`src/rtl/robs_div_pkg.sv`:
```
// Shared types and sizing for the robs_div restoring signed divider.
package robs_pkg;

  localparam int unsigned DEF_WIDTH = 8;

  typedef enum logic [2:0] {
    S_IDLE,
    S_LOAD,
    S_ITER,
    S_FIX,
    S_DONE
  } state_e;

  // Iteration counter must hold the value WIDTH itself.
  function automatic int unsigned cnt_width(input int unsigned width);
    return $clog2(width + 1);
  endfunction

  localparam int unsigned DEF_CNT_W = $clog2(DEF_WIDTH + 1);

endpackage

```
`src/rtl/robs_div_step.sv`:
```
// One restoring division step: shift {R,Q} left, trial-subtract |divisor|, set quotient bit.
module div_step
  import robs_pkg::*;
#(
  parameter int unsigned WIDTH = DEF_WIDTH
) (
  input  logic [WIDTH:0]   r_i,
  input  logic [WIDTH-1:0] q_i,
  input  logic [WIDTH-1:0] dvs_i,
  output logic [WIDTH:0]   r_o,
  output logic [WIDTH-1:0] q_o
);

  logic [WIDTH+1:0] r_sh;
  logic [WIDTH-1:0] q_sh;
  logic [WIDTH+1:0] trial;

  always_comb begin
    r_sh  = {r_i, q_i[WIDTH-1]};
    q_sh  = {q_i[WIDTH-2:0], 1'b0};
    trial = r_sh - {2'b00, dvs_i};
    r_o   = r_sh[WIDTH:0];
    q_o   = q_sh;
    if (!trial[WIDTH+1]) begin
      r_o = trial[WIDTH:0];
      q_o = {q_sh[WIDTH-1:1], 1'b1};
    end
  end

endmodule

```
`src/rtl/robs_div.sv`:
```
// Sequential signed 2W/W divider with start/done handshake.
// Optional macro DIV_ERR_EARLY_EN: divide-by-zero and early overflow skip the iterations.
module robs_div
  import robs_pkg::*;
#(
  parameter int unsigned WIDTH = DEF_WIDTH
) (
  input  logic                 clk,
  input  logic                 reset,
  input  logic                 start,
  input  logic [2*WIDTH-1:0]   dividend,
  input  logic [WIDTH-1:0]     divisor,
  output logic [WIDTH-1:0]     quotient,
  output logic [WIDTH-1:0]     remainder,
  output logic                 done,
  output logic                 div_by_zero,
  output logic                 overflow
);

  localparam int unsigned DW    = 2 * WIDTH;
  localparam int unsigned CNT_W = cnt_width(WIDTH);

  localparam logic [WIDTH-1:0] Q_POS_MAX = {1'b0, {(WIDTH-1){1'b1}}};
  localparam logic [WIDTH-1:0] Q_NEG_MAG = {1'b1, {(WIDTH-1){1'b0}}};

  state_e           state_q;
  logic [DW-1:0]    dvd_q;
  logic [WIDTH-1:0] dvs_q;
  logic             sgn_q_q;
  logic             sgn_r_q;
  logic [WIDTH:0]   part_r_q;
  logic [WIDTH-1:0] part_q_q;
  logic [WIDTH-1:0] abs_dvs_q;
  logic [CNT_W-1:0] cnt_q;
  logic             dbz_q;
  logic             ovf_pre_q;

  logic [WIDTH-1:0] quo_q;
  logic [WIDTH-1:0] rem_q;
  logic             done_q;
  logic             dbz_out_q;
  logic             ovf_out_q;

  logic [DW-1:0]    abs_dvd;
  logic [WIDTH-1:0] abs_dvs;
  logic [WIDTH-1:0] dvd_hi;
  logic [WIDTH-1:0] dvd_lo;
  logic             dbz_d;
  logic             ovf_pre_d;

  logic [WIDTH:0]   step_r;
  logic [WIDTH-1:0] step_q;

  logic [WIDTH-1:0] q_signed;
  logic [WIDTH-1:0] r_signed;
  logic             ovf_d;

  // Operand magnitudes and early error detection, used in LOAD.
  always_comb begin
    abs_dvd   = dvd_q[DW-1] ? -dvd_q : dvd_q;
    abs_dvs   = dvs_q[WIDTH-1] ? -dvs_q : dvs_q;
    dvd_hi    = abs_dvd[DW-1:WIDTH];
    dvd_lo    = abs_dvd[WIDTH-1:0];
    dbz_d     = (dvs_q == '0);
    ovf_pre_d = (dvd_hi >= abs_dvs) && !dbz_d;
  end

  div_step #(
    .WIDTH (WIDTH)
  ) u_step (
    .r_i   (part_r_q),
    .q_i   (part_q_q),
    .dvs_i (abs_dvs_q),
    .r_o   (step_r),
    .q_o   (step_q)
  );

  // Sign restoration and late overflow check, used in FIX.
  always_comb begin
    q_signed = sgn_q_q ? -part_q_q : part_q_q;
    r_signed = sgn_r_q ? -part_r_q[WIDTH-1:0] : part_r_q[WIDTH-1:0];
    ovf_d    = ovf_pre_q
             | (!sgn_q_q && (part_q_q > Q_POS_MAX))
             | ( sgn_q_q && (part_q_q > Q_NEG_MAG));
  end

  always_ff @(posedge clk) begin
    if (reset) begin
      state_q   <= S_IDLE;
      dvd_q     <= '0;
      dvs_q     <= '0;
      sgn_q_q   <= 1'b0;
      sgn_r_q   <= 1'b0;
      part_r_q  <= '0;
      part_q_q  <= '0;
      abs_dvs_q <= '0;
      cnt_q     <= '0;
      dbz_q     <= 1'b0;
      ovf_pre_q <= 1'b0;
      quo_q     <= '0;
      rem_q     <= '0;
      done_q    <= 1'b0;
      dbz_out_q <= 1'b0;
      ovf_out_q <= 1'b0;
    end else begin
      case (state_q)
        S_IDLE, S_DONE: begin
          if (start) begin
            dvd_q     <= dividend;
            dvs_q     <= divisor;
            sgn_q_q   <= dividend[DW-1] ^ divisor[WIDTH-1];
            sgn_r_q   <= dividend[DW-1];
            done_q    <= 1'b0;
            dbz_out_q <= 1'b0;
            ovf_out_q <= 1'b0;
            state_q   <= S_LOAD;
          end else if (state_q == S_DONE) begin
            done_q <= 1'b1;
          end
        end

        S_LOAD: begin
          part_r_q  <= {1'b0, dvd_hi};
          part_q_q  <= dvd_lo;
          abs_dvs_q <= abs_dvs;
          cnt_q     <= '0;
          dbz_q     <= dbz_d;
          ovf_pre_q <= ovf_pre_d;
`ifdef DIV_ERR_EARLY_EN
          state_q   <= (dbz_d || ovf_pre_d) ? S_FIX : S_ITER;
`else
          state_q   <= S_ITER;
`endif
        end

        S_ITER: begin
          part_r_q <= step_r;
          part_q_q <= step_q;
          cnt_q    <= cnt_q + CNT_W'(1);
          if (cnt_q == CNT_W'(WIDTH - 1)) begin
            state_q <= S_FIX;
          end
        end

        S_FIX: begin
          // Divide-by-zero takes priority: its all-ones quotient would otherwise look like overflow.
          if (dbz_q) begin
            quo_q     <= '1;
            rem_q     <= dvd_q[WIDTH-1:0];
            dbz_out_q <= 1'b1;
            ovf_out_q <= 1'b0;
          end else if (ovf_d) begin
            quo_q     <= sgn_q_q ? Q_NEG_MAG : Q_POS_MAX;
            rem_q     <= '0;
            dbz_out_q <= 1'b0;
            ovf_out_q <= 1'b1;
          end else begin
            quo_q     <= q_signed;
            rem_q     <= r_signed;
            dbz_out_q <= 1'b0;
            ovf_out_q <= 1'b0;
          end
          state_q <= S_DONE;
        end

        default: state_q <= S_IDLE;
      endcase
    end
  end

  assign quotient    = quo_q;
  assign remainder   = rem_q;
  assign done        = done_q;
  assign div_by_zero = dbz_out_q;
  assign overflow    = ovf_out_q;

endmodule

```
`config.mk`:
```
export PLATFORM = sky130hd
export DESIGN_NAME = robs_div
export DESIGN_NICKNAME = d
export VERILOG_FILES = /design/src/rtl/robs_div_pkg.sv /design/src/rtl/robs_div_step.sv /design/src/rtl/robs_div.sv
export SDC_FILE = /design/constraint.sdc
export NUM_CORES = 1
export LEC_CHECK = 0
export CAP_MARGIN = 0
export CORE_ASPECT_RATIO = 1.75
export CORE_MARGIN = 2
export CORE_UTILIZATION = 35
export DETAILED_ROUTE_END_ITERATION = 10
export MAX_ROUTING_LAYER = met4
export SETUP_SLACK_MARGIN = 0.15
export SKIP_CTS_REPAIR_TIMING = 1
export SYNTH_ARGS = -nofsm -noshare
export SYNTH_HDL_FRONTEND = slang
export SYNTH_HIERARCHICAL = 1
export SYNTH_SLANG_ARGS = --single-unit
```
`constraint.sdc`:
```
create_clock -name clk -period 7.1 [get_ports clk]
set_clock_uncertainty 0.2 [all_clocks]
set_input_delay 1.065 -clock clk [delete_from_list [all_inputs] [get_ports clk]]
set_output_delay 1.065 -clock clk [all_outputs]
set_load 0.02 [all_outputs]
```
==> metrics.txt, run 1 <==
CTS tree built; initial DRC count 187; Initial Util 35.6%; status finished clean; drt total wl 11,900 um; All-Layer GR Usage 17.7%; Main synth FF type dfxtp_1; Cell Area, Placed 0.00506 mm2; max-cap violations 0; flops & latches, synth 78; Worst setup EP type flop; ys async rst share 0%; largest net degree at the start of global routing 86; clk_lat worst skew 340 ps; GP Congestion 0.878; post-detail-place hpwl 8840 um; Die Wd 90.3 um; clock root buffer clkbuf_16; area leader, netlist dfxtp_1; worst rel slew slack 33.9%; fin. max-slew vios 0; endpoints failing setup 0; Peak VDD IR 0.000135 V; htree depth 3; EDFF count, synth 0; Finished Cell Area 0.00540 mm2; critical setup path kind reg2reg; core area 0.0128 mm2; IO Port Bufs 45; Top-Level Pins 46; DIE HEIGHT 155 um; Reg clk slew, reported paths 60 ps; share of cells above drive strength 1 7.78%; clock buffer depth 2; synthesized cell area 0.00456 mm2; unrepaired setup endpoints after global routing no; worst hold path type reg2reg; FMAX 300 MHz; Die ar. 0.0140 mm2; synth top area cells dfxtp_1 34%, nand2_1 6.7%, a21oi_1 6.5%; Leak 2.00 nW; filler cell count 1,350; post-synthesis sequential area ratio 34.2%; Req. time, crit path 7070 ps; Num CTS Buffers 9; WL per Instance 15.7 um; fin nets 636; share of the synthesized area in the top cell type 34.2%; clk sinks 78; Via density 5.34; Setup Total Neg Slack 0 ps; Post-synth top cells 82 x nand2_1, 78 x dfxtp_1, 59 x a21oi_1; Post-Syn Nets 618; area grow syn2layout 18.4%; power density cells 255 mW/mm2; hold violation count in the final report 0; yosys warns 6; Slew @ Worst Pin 992 ps; TritonRoute pass-1 iters 5; CP Launch Type flop; Remaining DRCs 0; total power 0.00138 W; post-synth cell types 65; Row Count 55; vias after detailed routing 4,067; post-route ant nets 0; CP max FO 6; first-pass GRT wire length 19,200 um; fin crit period 3340 ps; vias in the first global route 3,967; Ant. Diodes 0; crit share post-route 47.0%; CP arrival 3310 ps; Mapped Avg Cell Area 8.02 um2; Cells after Synth 569; grt ovf 0; count leader, synth nand2_1; initial antenna violation count 0
-- per-layer routing --
layer / vias up / global-route usage [%] / share of wire (%)
li1: 2032 / - / -
met1: 1941 / 17.8 / 38
met2: 76 / 34.1 / 57
met3: 18 / 2.32 / 2.7
met4: 0 / 7.33 / 2.2
met5: - / - / 0
-- state kept, by name (all words and copies together), names as in the netlist --
register / cells
part_q_q: 8
dbz_q: 1
div_by_zero: 1
sgn_q_q: 1
quotient: 8
cnt_q: 4
remainder: 8
dvd_q: 16
abs_dvs_q: 8
overflow: 1
ovf_pre_q: 1
dvs_q: 8
part_r_q: 9
done: 1
state_q: 3
-- where the power goes --
group	internal [W]	switching, W
Clock	0.000343	0.000183
Sequential	0.000463	0.0000400
Combinational	0.000160	0.000188
-- metrics by stage --
stage | worst slack (ps) | util (%) | cells | hold WS (ps)
5_1_grt | 3670 | 42.2 | 762 | 285
2_1_floorplan | 4020 | - | 569 | 236
3_3_place_gp | 3860 | 39.6 | 747 | 262
3_5_place_dp | 3800 | 39.6 | 747 | 260
6_report | 3760 | 42.2 | 762 | 262
4_1_cts | 3770 | 42.2 | 762 | 268
-- cell families (layout without fill, tap and decap cells) --
group,after synthesis,in the layout,synth area share (%)
AOI/OAI and AO/OA,153,153,21.9
xor gates and xnor gates,36,36,6.91
adders and majority gates,22,22,6.20
buffers and inverters,66,88,6.17
DFF,78,78,34.2
muxes,11,11,2.99
and+or+nand+nor,203,203,21.6
-- layout by cell type (no fill, tap or decap), drive strengths merged, types with 4 or more instances in the layout --
master and instances:
nand2 83, dfxtp 78, a21oi 60, nor2 46, clkdlybuf4s50 44, inv 25, xnor2 22, ha 21
o21ai 18, a22oi 16, xor2 14, nor3 14, nand3 11, a211oi 10, clkbuf 10, o31ai 8
nand2b 8, a31oi 7, or2 6, mux2 6, nor2b 5, o41ai 5, mux2i 5, a21boi 5
buf 5, a21o 4, nand3b 4, or4 4, a2111oi 4
-- critical path, stage by stage (launching register included) --
cell	delay (ps)
dfxtp_1	370
or4_4	570
or2_2	320
or4_4	510
nand2_1	100
xnor2_1	130
ha_1	260
a21o_1	180
a21o_1	180
a211oi_1	230
a2111oi_0	120
-- path summary, 6_finish.rpt --
check                             from                        end  slack [ps]  depth (start not counted)
min reg2reg  abs_dvs_q[7]$_SDFFE_PP0P_  abs_dvs_q[7]$_SDFFE_PP0P_         260                          2
max              dvd_q[0]$_SDFFE_PP0P_     ovf_pre_q$_SDFFE_PP0P_        3760                         10
max reg2reg      dvd_q[0]$_SDFFE_PP0P_     ovf_pre_q$_SDFFE_PP0P_        3760                         10
min          abs_dvs_q[7]$_SDFFE_PP0P_  abs_dvs_q[7]$_SDFFE_PP0P_         260                          2
-- cell type report --
| class | count | area [um2] | area share, % |
|---|---|---|---|
| clock buffer | 10 | 229 | 4.24 |
| clock inverter | 5 | 108 | 1.99 |
| inverter | 24 | 90.1 | 1.67 |
| multi-input combinational | 425 | 2720 | 50.4 |
| sequential | 78 | 1560 | 28.9 |
| tap | 171 | 214 | 3.96 |
| timing repair buffer | 49 | 475 | 8.80 |
Note: power is estimated with default switching activity, not from simulation.
==> inputs of run 2 (changes only) <==
Clock period 7.1 ns to 3.4 ns, I/O delays scaled along.
==> metrics.txt, run 2 (synthesized netlist as in run 1, its figures left out) <==
post-route ant nets 0; Top-Level Pins 46; clk_lat worst skew 350 ps; largest net degree at the start of global routing 31; drt total wl 12,400 um; CP max FO 6; endpoints failing setup 0; Peak VDD IR 0.000309 V; core area 0.0128 mm2; Row Count 55; htree depth 3; DIE HEIGHT 155 um; CP arrival 3130 ps; post-detail-place hpwl 9400 um; total power 0.00283 W; critical setup path kind reg2reg; CP Launch Type flop; vias in the first global route 3,997; reg-to-reg slack, setup 270 ps; max-cap violations 0; hold violation count in the final report 0; grt ovf 0; first-pass GRT wire length 19,900 um; crit share post-route 92.1%; Ant. Diodes 0; Worst Setup Slack, final 268 ps; CTS tree built; fin nets 652; fin. max-slew vios 0; Final Util 43.3%; clk sinks 78; Via density 5.32; setup slack at placement 14.2 ps; IO Port Bufs 45; clock buffer depth 2; Die ar. 0.0140 mm2; Hold Slack 265 ps; highest-count cells in the layout ignoring fill and taps 81 x nand2_1, 75 x dfxtp_1, 59 x a21oi_1; status finished clean; Die Wd 90.3 um; biggest regs dvd_q: 16 flops, part_r_q: 9 flops; TritonRoute pass-1 iters 5; commonest non-fill, non-tap cell in the layout nand2_1; power density cells 511 mW/mm2; share of cells above drive strength 1 12.0%; worst rel slew slack 29.9%; initial antenna violation count 0; FMAX 319 MHz; Initial Util 35.6%; Worst setup EP type flop; max FFs per register 16; vias after detailed routing 4,142; Leak 2.08 nW; Reg clk slew, reported paths 70 ps; clock root buffer clkbuf_16; Remaining DRCs 0; Num CTS Buffers 9; initial DRC count 232; Top reg by flops dvd_q; fin crit period 3130 ps; Req. time, crit path 3400 ps; area grow syn2layout 21.4%; Slew @ Worst Pin 1050 ps; All-Layer GR Usage 18.5%; WL per Instance 15.9 um; unrepaired setup endpoints after global routing no; GP Congestion 0.894; Setup Total Neg Slack 0 ps; worst hold path type reg2reg
## run 2: cell types whose count changed in the layout (fill, tap and decap cells not counted), moves of 2 or more
cell | before | now
dfxtp_1 | 78 | 75
inv_6 | 1 | 3
o41ai_2 | 0 | 3
bufinv_16 | 3 | 1
o41ai_1 | 5 | 2
dfxtp_2 | 0 | 2
buf_4 | 4 | 20
clkinv_2 | 0 | 2
## run 2: worst max-delay path, cell delays in order, from the launching register on
cell,delay (ps)
dfxtp_2,350
or4_4,530
or2_4,260
or4_4,510
nand2_2,90
xnor2_1,130
ha_1,260
a21o_1,170
a21o_1,190
a211oi_2,210
a2111oi_2,110
## run 2: final timing paths
kind | startpoint | end | depth (start not counted)
worst max-delay path | dvd_q[1]$_SDFFE_PP0P_ | ovf_pre_q$_SDFFE_PP0P_ | 10
worst min-delay path | abs_dvs_q[0]$_SDFFE_PP0P_ | abs_dvs_q[0]$_SDFFE_PP0P_ | 2
worst max register to register | dvd_q[1]$_SDFFE_PP0P_ | ovf_pre_q$_SDFFE_PP0P_ | 10
worst min register to register | abs_dvs_q[0]$_SDFFE_PP0P_ | abs_dvs_q[0]$_SDFFE_PP0P_ | 2
## run 2: power breakdown
group / total, W / switching, W / internal [W]
clock: 0.00100 / 0.000422 / 0.000579
combinational: 0.000793 / 0.000432 / 0.000361
sequential: 0.00104 / 0.0000718 / 0.000966
## run 2: layer usage
| metal | share of wire, % | global-route usage (%) |
|---|---|---|
| met1 | 38 | 18.1 |
| met2 | 54 | 33.7 |
| met3 | 2.2 | 2.81 |
| met4 | 5.1 | 12.3 |
| met5 | 0 | - |
## run 2: layout make-up
class                      instances  area (um2)
fill                            1334        7260
timing repair buffer              65         596
sequential                        78        1570
clock buffer                       9         225
tap                              171         214
clock inverter                     7        77.6
inverter                          24        90.1
multi-input combinational        425        2770
## run 2: per-stage QoR
step / cell area [um2] / cells
finish: 5540 / 779
global route: 5540 / 779
CTS: 5470 / 777
detailed placement: 5170 / 761
global placement: 5170 / 761
floorplan: 4560 / 569
==> inputs of run 3 (changes only) <==
Settings changed: ABC_AREA from default to 1.
==> metrics.txt, run 3 <==
status finished clean; Slew @ Worst Pin 538 ps; max-cap violations 0; Initial Util 35.3%; CP top delay family simple AND/OR/NAND/NOR gates; Final Util 41.4%; Ant. Diodes 0; Finished Cell Area 0.00570 mm2; Reg area 0.00156 mm2; Num CTS Buffers 9; footprint of the multi-input gates 0.00273 mm2; IO Port Bufs 45; Buf+Inv Stages, Crit Path 3; CP Launch Type flop; Via density 4.90; highest-count cells in the layout ignoring fill and taps 171 x nand2_1, 101 x inv_1, 78 x dfxtp_1; fin nets 825; largest net degree at the start of global routing 44; crit share post-route 70.3%; Post-Syn Nets 794; CP arrival 2450 ps; Die Wd 93.1 um; yosys warns 6; critical setup path kind reg2reg; Top reg by flops dvd_q; area grow syn2layout 17.3%; max FFs per register 16; post-detail-place hpwl 10,300 um; power density cells 822 mW/mm2; clk_lat worst skew 340 ps; commonest non-fill, non-tap cell in the layout nand2_1; initial DRC count 266; Remaining DRCs 0; Die ar. 0.0149 mm2; biggest regs dvd_q: 16 flops, part_r_q: 9 flops; area leader, netlist dfxtp_1; All-Layer GR Usage 19.0%; hold violation count in the final report 0; WL per Instance 13.7 um; Worst setup EP type flop; clock buffer depth 2; grt ovf 0; Main synth FF type dfxtp_1; fin crit period 2390 ps; TritonRoute pass-1 iters 7; flops & latches, synth 78; synthesized cell area 0.00486 mm2; DIE HEIGHT 160 um; EDFF count, synth 0; CP max FO 4; worst hold path type reg2reg; critical path's slowest cell dfxtp_1; ys async rst share 0%; post-synth cell types 41; Top-Level Pins 46; Peak VDD IR 0.000326 V; share of the synthesized area in the top cell type 32.1%; vias after detailed routing 4,690; endpoints failing setup 0; count leader, synth nand2_1; vias in the first global route 4,527; clk sinks 78; Cell Area, Placed 0.00541 mm2; Mapped Avg Cell Area 6.52 um2; Req. time, crit path 3460 ps; GP Congestion 0.909; filler cell count 1,480; clock root buffer clkbuf_16; CTS tree built; Cells after Synth 745; drt total wl 13,200 um; worst-path cell chain inv_1 > ha_1 > inv_1 > nor3_1 > nand3_1 > nand2_1 > xor2_1 > inv_1 > ha_1 > nand2_1 > nor2_1 > nand4_1 > nand3_1 > nand2_1 > a21oi_1; share of cells above drive strength 1 6.02%; Setup Total Neg Slack 0 ps; synth top area cells dfxtp_1 32%, nand2_1 13%, inv_1 7.8%; Leak 2.49 nW; Reg clk slew, reported paths 60 ps; FMAX 418 MHz; slowest stage delay, CP 310 ps; post-route ant nets 0; Row Count 57; initial antenna violation count 0; worst rel slew slack 64.1%; first-pass GRT wire length 21,900 um; htree depth 3; post-synthesis sequential area ratio 32.1%; fin. max-slew vios 0; core area 0.0138 mm2; unrepaired setup endpoints after global routing no; Post-synth top cells 171 x nand2_1, 101 x inv_1, 78 x dfxtp_1
## run 3: cell type report
cell class,instances,share of cell area (%)
Clock inverter,4,0.987
Timing Repair Buffer,51,8.69
Multi-Input combinational cell,528,47.8
Tap cell,177,3.88
Inverter,108,7.11
Clock buffer,12,4.15
Sequential cell,78,27.4
## run 3: per-stage QoR
| stage | instances | worst slack (ps) | power [W] | hold slack [ps] |
|---|---|---|---|---|
| 2_1_floorplan | 745 | 1250 | 0.00316 | 237 |
| 3_3_place_gp | 942 | 1030 | 0.00373 | 253 |
| 3_5_place_dp | 942 | 1020 | 0.00374 | 262 |
| 4_1_cts | 958 | 995 | 0.00471 | 269 |
| 5_1_grt | 958 | 693 | 0.00512 | 298 |
| 6_report | 958 | 1010 | 0.00468 | 266 |
## run 3: where the power goes
group          internal (W)  switching [W]
combinational      0.000859        0.00161
sequential          0.00108       0.000181
clock              0.000575       0.000381
## run 3: routing by layer
layer | track usage, % | vias to the layer above | share of wire (%)
li1 | - | 2466 | -
met1 | 20.0 | 2119 | 39
met2 | 35.2 | 85 | 55
met3 | 2.36 | 20 | 2.8
met4 | 7.49 | 0 | 2.8
met5 | - | - | 0
## run 3: cells by family after synthesis
logic type / synth area share, %
XOR/XNOR: 2.70
buffers and inverters: 11.8
flip-flops: 32.1
adder cells (fa/ha/maj): 5.82
AND/OR/NAND/NOR: 29.8
AO/OA/AOI/OAI: 17.8
## run 3: final timing paths
path / start / endpoint / slack (ps) / cells after the start
min reg2reg: cnt_q[3]$_SDFFE_PP0P_ / cnt_q[3]$_SDFFE_PP0P_ / 270 / 1
max: dvs_q[0]$_SDFFE_PP0P_ / ovf_pre_q$_SDFFE_PP0P_ / 1010 / 15
min: cnt_q[3]$_SDFFE_PP0P_ / cnt_q[3]$_SDFFE_PP0P_ / 270 / 1
max reg2reg: dvs_q[0]$_SDFFE_PP0P_ / ovf_pre_q$_SDFFE_PP0P_ / 1010 / 15
